[src/rtl/vga_timing_pkg.sv]
// Shared VGA timing constants, frame-buffer geometry and the RGB565 pixel type
// used by the scan-out engine.
package vga_timing_pkg;

  localparam int unsigned DEF_H_ACTIVE = 640;
  localparam int unsigned DEF_H_FP     = 16;
  localparam int unsigned DEF_H_SYNC   = 96;
  localparam int unsigned DEF_H_BP     = 48;
  localparam int unsigned DEF_V_ACTIVE = 480;
  localparam int unsigned DEF_V_FP     = 10;
  localparam int unsigned DEF_V_SYNC   = 2;
  localparam int unsigned DEF_V_BP     = 33;

  localparam int unsigned H_TOTAL = DEF_H_ACTIVE + DEF_H_FP + DEF_H_SYNC + DEF_H_BP;
  localparam int unsigned V_TOTAL = DEF_V_ACTIVE + DEF_V_FP + DEF_V_SYNC + DEF_V_BP;

  localparam int unsigned FB_WIDTH  = 320;
  localparam int unsigned FB_HEIGHT = 240;
  localparam int unsigned VRAM_AW   = 17;
  localparam int unsigned CNT_W     = 10;

  typedef struct packed {
    logic [4:0] r;
    logic [5:0] g;
    logic [4:0] b;
  } rgb565_t;

endpackage

[src/rtl/vga_timing_gen.sv]
// Beam position counters plus the stage-0 decode of visible region, syncs,
// blanking and the frame-start marker.
module vga_timing_gen
  import vga_timing_pkg::*;
#(
  parameter int unsigned H_ACTIVE = DEF_H_ACTIVE,
  parameter int unsigned H_FP     = DEF_H_FP,
  parameter int unsigned H_SYNC   = DEF_H_SYNC,
  parameter int unsigned H_BP     = DEF_H_BP,
  parameter int unsigned V_ACTIVE = DEF_V_ACTIVE,
  parameter int unsigned V_FP     = DEF_V_FP,
  parameter int unsigned V_SYNC   = DEF_V_SYNC,
  parameter int unsigned V_BP     = DEF_V_BP
) (
  input  logic             clk,
  input  logic             rst_n,
  output logic [CNT_W-1:0] vcnt,
  output logic [CNT_W-1:0] hcnt_next_c,
  output logic             h_wrap_c,
  output logic             v_wrap_c,
  output logic             active_c,
  output logic             hsync_c,
  output logic             vsync_c,
  output logic             vblank_c,
  output logic             frame_start_c
);

  localparam int unsigned HT = H_ACTIVE + H_FP + H_SYNC + H_BP;
  localparam int unsigned VT = V_ACTIVE + V_FP + V_SYNC + V_BP;

  localparam logic [CNT_W-1:0] H_LAST   = CNT_W'(HT - 1);
  localparam logic [CNT_W-1:0] V_LAST   = CNT_W'(VT - 1);
  localparam logic [CNT_W-1:0] H_ACT    = CNT_W'(H_ACTIVE);
  localparam logic [CNT_W-1:0] V_ACT    = CNT_W'(V_ACTIVE);
  localparam logic [CNT_W-1:0] HS_BEG   = CNT_W'(H_ACTIVE + H_FP);
  localparam logic [CNT_W-1:0] HS_END   = CNT_W'(H_ACTIVE + H_FP + H_SYNC - 1);
  localparam logic [CNT_W-1:0] VS_BEG   = CNT_W'(V_ACTIVE + V_FP);
  localparam logic [CNT_W-1:0] VS_END   = CNT_W'(V_ACTIVE + V_FP + V_SYNC - 1);
  localparam logic [CNT_W-1:0] CNT_ONE  = CNT_W'(1);

  logic [CNT_W-1:0] hcnt;
  logic [CNT_W-1:0] vcnt_next;

  // Next beam position; both counters wrap together at the frame end.
  always_comb begin
    h_wrap_c    = (hcnt == H_LAST);
    v_wrap_c    = h_wrap_c && (vcnt == V_LAST);
    hcnt_next_c = h_wrap_c ? '0 : hcnt + CNT_ONE;
    vcnt_next   = vcnt;
    if (v_wrap_c) begin
      vcnt_next = '0;
    end else if (h_wrap_c) begin
      vcnt_next = vcnt + CNT_ONE;
    end
  end

  always_ff @(posedge clk or negedge rst_n) begin
    if (!rst_n) begin
      hcnt <= '0;
      vcnt <= '0;
    end else begin
      hcnt <= hcnt_next_c;
      vcnt <= vcnt_next;
    end
  end

  // Stage-0 decode of the current beam position.
  always_comb begin
    active_c      = (hcnt < H_ACT) && (vcnt < V_ACT);
    hsync_c       = !((hcnt >= HS_BEG) && (hcnt <= HS_END));
    vsync_c       = !((vcnt >= VS_BEG) && (vcnt <= VS_END));
    vblank_c      = (vcnt >= V_ACT);
    frame_start_c = (hcnt == '0) && (vcnt == '0);
  end

endmodule

[src/rtl/vram_scanout.sv]
// Scan-out engine: reads the 320x240 RGB565 frame buffer in step with a
// 640x480 VGA beam, doubling each pixel, with all outputs aligned at 2 clks.
module vram_scanout #(
  parameter int unsigned H_ACTIVE = vga_timing_pkg::DEF_H_ACTIVE,
  parameter int unsigned H_FP     = vga_timing_pkg::DEF_H_FP,
  parameter int unsigned H_SYNC   = vga_timing_pkg::DEF_H_SYNC,
  parameter int unsigned H_BP     = vga_timing_pkg::DEF_H_BP,
  parameter int unsigned V_ACTIVE = vga_timing_pkg::DEF_V_ACTIVE,
  parameter int unsigned V_FP     = vga_timing_pkg::DEF_V_FP,
  parameter int unsigned V_SYNC   = vga_timing_pkg::DEF_V_SYNC,
  parameter int unsigned V_BP     = vga_timing_pkg::DEF_V_BP,
  parameter int unsigned FB_WIDTH = vga_timing_pkg::FB_WIDTH
) (
  input  logic                               clk,
  input  logic                               rst_n,
  output logic [vga_timing_pkg::VRAM_AW-1:0] vram_addr,
  input  logic [15:0]                        vram_rdata,
  output logic [4:0]                         vga_r,
  output logic [5:0]                         vga_g,
  output logic [4:0]                         vga_b,
  output logic                               vga_hsync,
  output logic                               vga_vsync,
  output logic                               vga_de,
  output logic                               vblank,
  output logic                               frame_start
);

  import vga_timing_pkg::*;

  localparam logic [VRAM_AW-1:0] ROW_STEP      = VRAM_AW'(FB_WIDTH);
  localparam logic [CNT_W-1:0]   LAST_ROW_LINE = CNT_W'(V_ACTIVE - 1);
  localparam logic [CNT_W-1:0]   H_ACT         = CNT_W'(H_ACTIVE);

  logic [CNT_W-1:0]   vcnt;
  logic [CNT_W-1:0]   hcnt_next_c;
  logic               h_wrap_c;
  logic               v_wrap_c;
  logic               active_c;
  logic               hsync_c;
  logic               vsync_c;
  logic               vblank_c;
  logic               frame_start_c;

  logic [VRAM_AW-1:0] line_base;
  logic [VRAM_AW-1:0] line_base_next;
  logic [VRAM_AW-1:0] addr_next;

  logic               de_s1;
  logic               hsync_s1;
  logic               vsync_s1;
  logic               vblank_s1;
  logic               frame_start_s1;
  rgb565_t            pix;

  vga_timing_gen #(
    .H_ACTIVE (H_ACTIVE),
    .H_FP     (H_FP),
    .H_SYNC   (H_SYNC),
    .H_BP     (H_BP),
    .V_ACTIVE (V_ACTIVE),
    .V_FP     (V_FP),
    .V_SYNC   (V_SYNC),
    .V_BP     (V_BP)
  ) u_timing (
    .clk           (clk),
    .rst_n         (rst_n),
    .vcnt          (vcnt),
    .hcnt_next_c   (hcnt_next_c),
    .h_wrap_c      (h_wrap_c),
    .v_wrap_c      (v_wrap_c),
    .active_c      (active_c),
    .hsync_c       (hsync_c),
    .vsync_c       (vsync_c),
    .vblank_c      (vblank_c),
    .frame_start_c (frame_start_c)
  );

  // Row base advances after each odd line and freezes on the last visible
  // row, so blanking lines never address past the end of the frame buffer.
  // The address is registered from the next beam position, so it always
  // corresponds to the counters currently held.
  always_comb begin
    line_base_next = line_base;
    if (v_wrap_c) begin
      line_base_next = '0;
    end else if (h_wrap_c && vcnt[0] && (vcnt < LAST_ROW_LINE)) begin
      line_base_next = line_base + ROW_STEP;
    end
    addr_next = line_base_next;
    if (hcnt_next_c < H_ACT) begin
      addr_next = line_base_next + VRAM_AW'(hcnt_next_c >> 1);
    end
  end

  always_ff @(posedge clk or negedge rst_n) begin
    if (!rst_n) begin
      line_base <= '0;
      vram_addr <= '0;
    end else begin
      line_base <= line_base_next;
      vram_addr <= addr_next;
    end
  end

  assign pix = rgb565_t'(vram_rdata);

  // Stage 1 holds control terms while VRAM returns data; stage 2 drives pins.
  always_ff @(posedge clk or negedge rst_n) begin
    if (!rst_n) begin
      de_s1          <= 1'b0;
      hsync_s1       <= 1'b1;
      vsync_s1       <= 1'b1;
      vblank_s1      <= 1'b0;
      frame_start_s1 <= 1'b0;
      vga_r          <= '0;
      vga_g          <= '0;
      vga_b          <= '0;
      vga_hsync      <= 1'b1;
      vga_vsync      <= 1'b1;
      vga_de         <= 1'b0;
      vblank         <= 1'b0;
      frame_start    <= 1'b0;
    end else begin
      de_s1          <= active_c;
      hsync_s1       <= hsync_c;
      vsync_s1       <= vsync_c;
      vblank_s1      <= vblank_c;
      frame_start_s1 <= frame_start_c;
      vga_r          <= de_s1 ? pix.r : '0;
      vga_g          <= de_s1 ? pix.g : '0;
      vga_b          <= de_s1 ? pix.b : '0;
      vga_hsync      <= hsync_s1;
      vga_vsync      <= vsync_s1;
      vga_de         <= de_s1;
      vblank         <= vblank_s1;
      frame_start    <= frame_start_s1;
    end
  end

endmodule

[config.mk]
export PLATFORM = sky130hd
export DESIGN_NAME = vram_scanout
export DESIGN_NICKNAME = d
export VERILOG_FILES = /design/src/rtl/vga_timing_pkg.sv /design/src/rtl/vga_timing_gen.sv /design/src/rtl/vram_scanout.sv
export SDC_FILE = /design/constraint.sdc
export NUM_CORES = 1
export LEC_CHECK = 0
export ABC_AREA = 0
export BUFFER_PORTS_ARGS = -buffer_cell sky130_fd_sc_hd__buf_2
export CAP_MARGIN = 15
export CELL_PAD_IN_SITES_DETAIL_PLACEMENT = 2
export CELL_PAD_IN_SITES_GLOBAL_PLACEMENT = 2
export CORE_MARGIN = 4
export CORE_UTILIZATION = 37
export DETAILED_ROUTE_END_ITERATION = 10
export GPL_ROUTABILITY_DRIVEN = 0
export GPL_TIMING_DRIVEN = 0
export PLACE_DENSITY = 0.78
export SLEW_MARGIN = 10
export SYNTH_ARGS = -nofsm -noshare
export SYNTH_HDL_FRONTEND = slang
export SYNTH_SLANG_ARGS = --single-unit
[constraint.sdc]
create_clock -name clk -period 3.5 [get_ports clk]
set_input_delay 0.7 -clock clk [delete_from_list [all_inputs] [get_ports clk]]
set_output_delay 0.7 -clock clk [all_outputs]
set_load 0.03 [all_outputs]
### Word level (Yosys, flattened, before mapping)

Index checks and enable logic that the tools add are counted.

* register bits: 80
* bits of input ports: 18
* output and inout port bits: 38

* add/sub/neg operators: 4
* order comparisons: 9
* eq/ne operators: 2
* multiplexer cells: 9
* reduce and logical (&&, ||, !) cells: 12

Operators by type and width (number)
* two-way mux 17 bit: 3
* two-way mux 10 bit: 3
* adder 10 x 1 -> 10 bit, second input constant: 2
* equality test 10 bit, second input constant: 2
* >= comparator 10 x 9 -> 1 bit, second input constant: 2
* logical NOT 10 bit: 2
* less-than comparator 10 bit, second input constant: 2
* less-than comparator 10 x 9 -> 1 bit, second input constant: 2
* adder 17 x 9 -> 17 bit: 1
* adder 17 x 9 -> 17 bit, second input constant: 1
* >= comparator 10 bit, second input constant: 1
* less-or-equal comparator 10 bit, second input constant: 1
* less-or-equal comparator 10 x 9 -> 1 bit, second input constant: 1
* two-way mux 5 bit: 2
* logical AND 1 bit: 7
* two-way mux 6 bit: 1
* logical NOT 1 bit: 2
* nonzero test 2 bit: 1

### Longest topological paths before layout

* depth in word-level cells: 7
* mapped depth: 17
* mapped depth without buffers: 16

### Hierarchy

Synthesis repeated with hierarchy kept, for this count alone.

* cells, all modules: 358
* area, all modules: 3963.8 µm²

Modules (own cells, without submodules)
* vram_scanout: instances 1, cells an instance 233, area an instance 2770.2 µm²
* vga_timing_gen: instances 1, cells an instance 125, area an instance 1193.6 µm²

### Worst setup path before layout

OpenSTA, ideal clock, no wires.

* kind: register to register
* start: register u_timing.vcnt[6]
* end: register vram_addr[16] in the netlist's numbering
* arrival time: 3.160 ns
* setup slack: 0.260 ns
* cell stages (with the launch flop): 16
* buffers on the path: 1
* period minus slack after synthesis: 3.240 ns
* cell sequence: dfrtp_1 > or4_1 > nor3_2 > buf_6 > nand2_4 > and2_1 > ha_1 > inv_1 > fa_1 > nor2b_1 > o31a_1 > o21ai_0 > a21boi_0 > o311a_2 > nand4_1 > xnor2_1

* word-level cells in the longest chain between the ends: 6
* elaborated cells on any way between the ends: 8

RTL lines
* start, declared: RTL line vga_timing_gen.sv:17 `output logic [CNT_W-1:0] vcnt,`
* start signal, assigned: RTL line vga_timing_gen.sv:63 `vcnt <= vcnt_next;`
* less-than comparator 10 x 9 -> 1 bit: RTL line vram_scanout.sv:86 `end else if (h_wrap_c && vcnt[0] && (vcnt < LAST_ROW_LINE)) begin`
* logical AND 1 bit: RTL line vram_scanout.sv:86
* two-way mux 17 bit: RTL line vram_scanout.sv:86
* two-way mux 17 bit *: RTL line vram_scanout.sv:84 `if (v_wrap_c) begin`
* net line_base_next[0]: RTL line vram_scanout.sv:45 `logic [VRAM_AW-1:0] line_base_next;`
* adder 17 x 9 -> 17 bit *: RTL line vram_scanout.sv:91 `addr_next = line_base_next + VRAM_AW'(hcnt_next_c >> 1);`
* two-way mux 17 bit *: RTL line vram_scanout.sv:90 `if (hcnt_next_c < H_ACT) begin`
* net addr_next[16]: RTL line vram_scanout.sv:46 `logic [VRAM_AW-1:0] addr_next;`
* end signal, assigned: RTL line vram_scanout.sv:101 `vram_addr <= addr_next;`
* end, declared: RTL line vram_scanout.sv:16 `output logic [vga_timing_pkg::VRAM_AW-1:0] vram_addr,`

The timed path passes the listed nets; every way through them passes the cells marked *.
A chain may end at the register's enable or synchronous reset.

### Final worst setup path

* start: register u_timing.vcnt[8]
* end: register vram_addr[15] in the netlist's numbering

Same word-level chain as after synthesis.

==> out/results.tsv <==
metric	value	unit
latest clock arrival within the worst-skew pair	380	ps
vias after detailed routing	3063	
starting density of the core	38.4	%
R2R cell count	14	
post-synthesis share of cell area spent on and, or, nand and nor gates	22.2	%
type of the worst setup path	reg2reg	
synthesis-to-finish area growth	21.5	%
CTS tree	built	
arrival time at the worst endpoint	3660	ps
delay of the slowest cell on the worst path	580	ps
Post-Layout Inst Area	4890	um2
via count of the first global-routing pass	3561	
hold-fix buffer count after cts	0	
Die Area	12600	um2
clock buffer depth	2	
diode count	0	
number of flops mapped to enable cells by yosys	0	
cell at the slowest stage of the critical path	sky130_fd_sc_hd__or4_4	
Pwr Density	364	nW/um2
Post-Synth XOR/XNOR Area	6.31	%
final-report max-slew violation count	0	
post-synthesis compound-gate area fraction	10.2	%
mean instance size in the synthesized netlist	11.0	um2
Critical Path, Cell by Cell	or4_4 -> nor3_4 -> buf_6 -> nand2_8 -> nand2_2 -> inv_1 -> ha_1 -> a211oi_2 -> nor2_2 -> o31ai_2 -> nand2_1 -> o311a_4 -> nand4_1 -> xnor2_1	
Total Power	1.78	mW
TritonCTS Sinks	80	
Least-Margin Pin Slew	577	ps
antenna violations before repair	0	
fillcell total	1107	
arithmetic-cell share of the synthesized area counting full adders, half adders and majority gates	5.16	%
Critical Path Start Type	flip-flop	
final setup fails	0	
Avg Vias per Cell	5.26	
Syn. warnings	0	
Reg-to-Reg Start	u_timing.vcnt[8]	
Die Y-Extent	112	um
number of hold violations in the final report	0	
peak supply drop	0.000217	V
DRC violation count after routing	0	
critical-path maximum fanout	9	
most used cells in the layout excluding fill and tap cells	sky130_fd_sc_hd__dfrtp_1 (72), sky130_fd_sc_hd__buf_2 (55), sky130_fd_sc_hd__nor2_1 (23), sky130_fd_sc_hd__nand2_1 (22), sky130_fd_sc_hd__and2_1 (21)	
maximum number of pins on one net before global-route repair	53	
instance area at placement	4500	um2
share of async-settable or async-resettable flops after synthesis	100	%
share of cell area taken by muxes after synthesis	2.08	%
worst hold-check path type	in2async	
endpoint type of the worst setup path	flip-flop	
clock buffer count from CTS	9	
gate count after technology mapping	365	
DRC marker count from the first detailed-route iteration	88	
most common library cell in the layout ignoring fill and taps	sky130_fd_sc_hd__dfrtp_1	
sequential cell area fraction in the yosys report	49.9	%
unrepaired setup endpoints after global routing	yes	
flip-flop cell with the highest count after synthesis	sky130_fd_sc_hd__dfrtp_1	
global-route wire length before repair	17900	um
sum of net half-perimeters after detailed placement	7410	um
Nets	475	
post-synthesis cell type count	71	
number of port buffers	55	
clock transition at the registers of the reported paths	90	ps
number of violations of the max-capacitance limit	0	
fraction of final layout cells sized beyond drive strength 1	33.0	%
row cnt	37	
main combinational cell family by area after synthesis	simple AND/OR/NAND/NOR gates	
Netlist Area Pre-Place	4020	um2
FF+latch count, synth	80	
first-pass detailed-route iteration total	4	
final worst clock skew	13.6	ps
top-level I/O count	56	
Total Wirelength	10500	um
post-route clock period utilization	95.8	%
static leakage	2.26	nW
Die Width	112	um
CTS Root Buffer Type	sky130_fd_sc_hd__clkbuf_8	
required arrival time at the worst endpoint	3800	ps
Net Count, Synth	399	
max frequency	298	MHz
worst max-slew margin expressed relative to the limit	61.5	%
floorplan core area	10500	um2
aggregate global routing overflow	0	
total number of H-tree levels	3	
CP startpoint	u_timing.vcnt[8]	
Antenna Nets Post-Route	0	
average wire length per cell after detail routing	18.1	um
time the worst path needs with I/O delays and setup	3350	ps
outcome	complete, no violations	
all-layer global routing usage	17.6	%
## registers in the layout, summed over array words and instances, names as in the netlist, 5 cells and up
name,cells
u_timing.hcnt,10
vram_addr,17
line_base,17
vga_b,5
u_timing.vcnt,10
vga_g,6
vga_r,5
## area by class of cell
cell class                      instances  area, um2  area share (%)
Timing Repair Buffer                   66        380            7.78
Clock buffer                           10        138            2.82
Buffer                                 11        113            2.30
Clock inverter                          6       90.1            1.84
Tap cell                              136        170            3.48
Multi-Input combinational cell        260       1940            39.6
Sequential cell                        80       2010            41.2
Inverter                               13       48.8           0.998
## worst max-delay path: cells and delay by family, from the launching register on
kind,cells,cell delay (ps)
AO/OA/AOI/OAI,3,920
XOR/XNOR,1,120
adder cells (fa/ha/maj),1,310
buffers and inverters,2,240
flip-flops,1,400
AND/OR/NAND/NOR,7,1280
## cell usage after synthesis, drive strengths merged, types with 10 or more instances
cell type,number,area (um2)
ha,15,188
dfrtp,76,1900
and2,25,160
xnor2,19,166
a21oi,16,80.1
nand2,24,97.6
nand3,12,65.1
xor2,10,87.6
nor2,28,123
o21ai,19,98.9
nand4,11,83.8
nor3,11,75.1
inv,13,48.8
## power breakdown
part | total, mW | switching [mW] | internal [mW]
clock network | 0.778 | 0.355 | 0.423
logic | 0.0674 | 0.0461 | 0.0213
registers | 0.935 | 0.00228 | 0.933
total | 1.78 | 0.403 | 1.38
## metal layers
metal / global-route usage (%) / part of all wire [%]
met5: 0 / 0
met4: 6.89 / 2.1
met1: 21.4 / 43
met3: 3.61 / 3.7
met2: 30.6 / 51
## worst paths after layout
kind / endpoint / slack [ps]
hold / removal: u_timing.vcnt[4] / 250
max in group asynchronous: u_timing.vcnt[6] / 2680
min in group clk: frame_start / 360
setup reg to reg: vram_addr[15] / 150
hold reg to reg: frame_start / 360
setup / recovery: vram_addr[15] / 150
## kinds of logic after synthesis
group                      count (synthesis)
AOI/OAI and AO/OA                         61
xor gates and xnor gates                  29
adders and majority gates                 16
buffers and inverters                     25
DFF                                       80
muxes                                      7
and+or+nand+nor                          147
## repair_timing
action                     in CTS  in global routing
resized for setup              15                 12
setup buffers                   5                  5
pin swaps                       5                  5
setup endpoints to repair      11                 11
## metrics by stage
step / hold WS, ps / worst slack, ps / util (%) / std cells / setup TNS (ps)
after floorplan: 331 / 260 / - / 365 / 0
after global placement: 332 / -229 / 42.7 / 556 / -983
after detailed placement: 346 / -344 / 43.0 / 557 / -1910
after CTS: 245 / -4.26 / 46.0 / 578 / -4.26
after global routing: 271 / -24.6 / 46.7 / 582 / -38.2
final: 252 / 147 / 46.7 / 582 / 0
No activity file was read; power rests on OpenSTA's default activity.
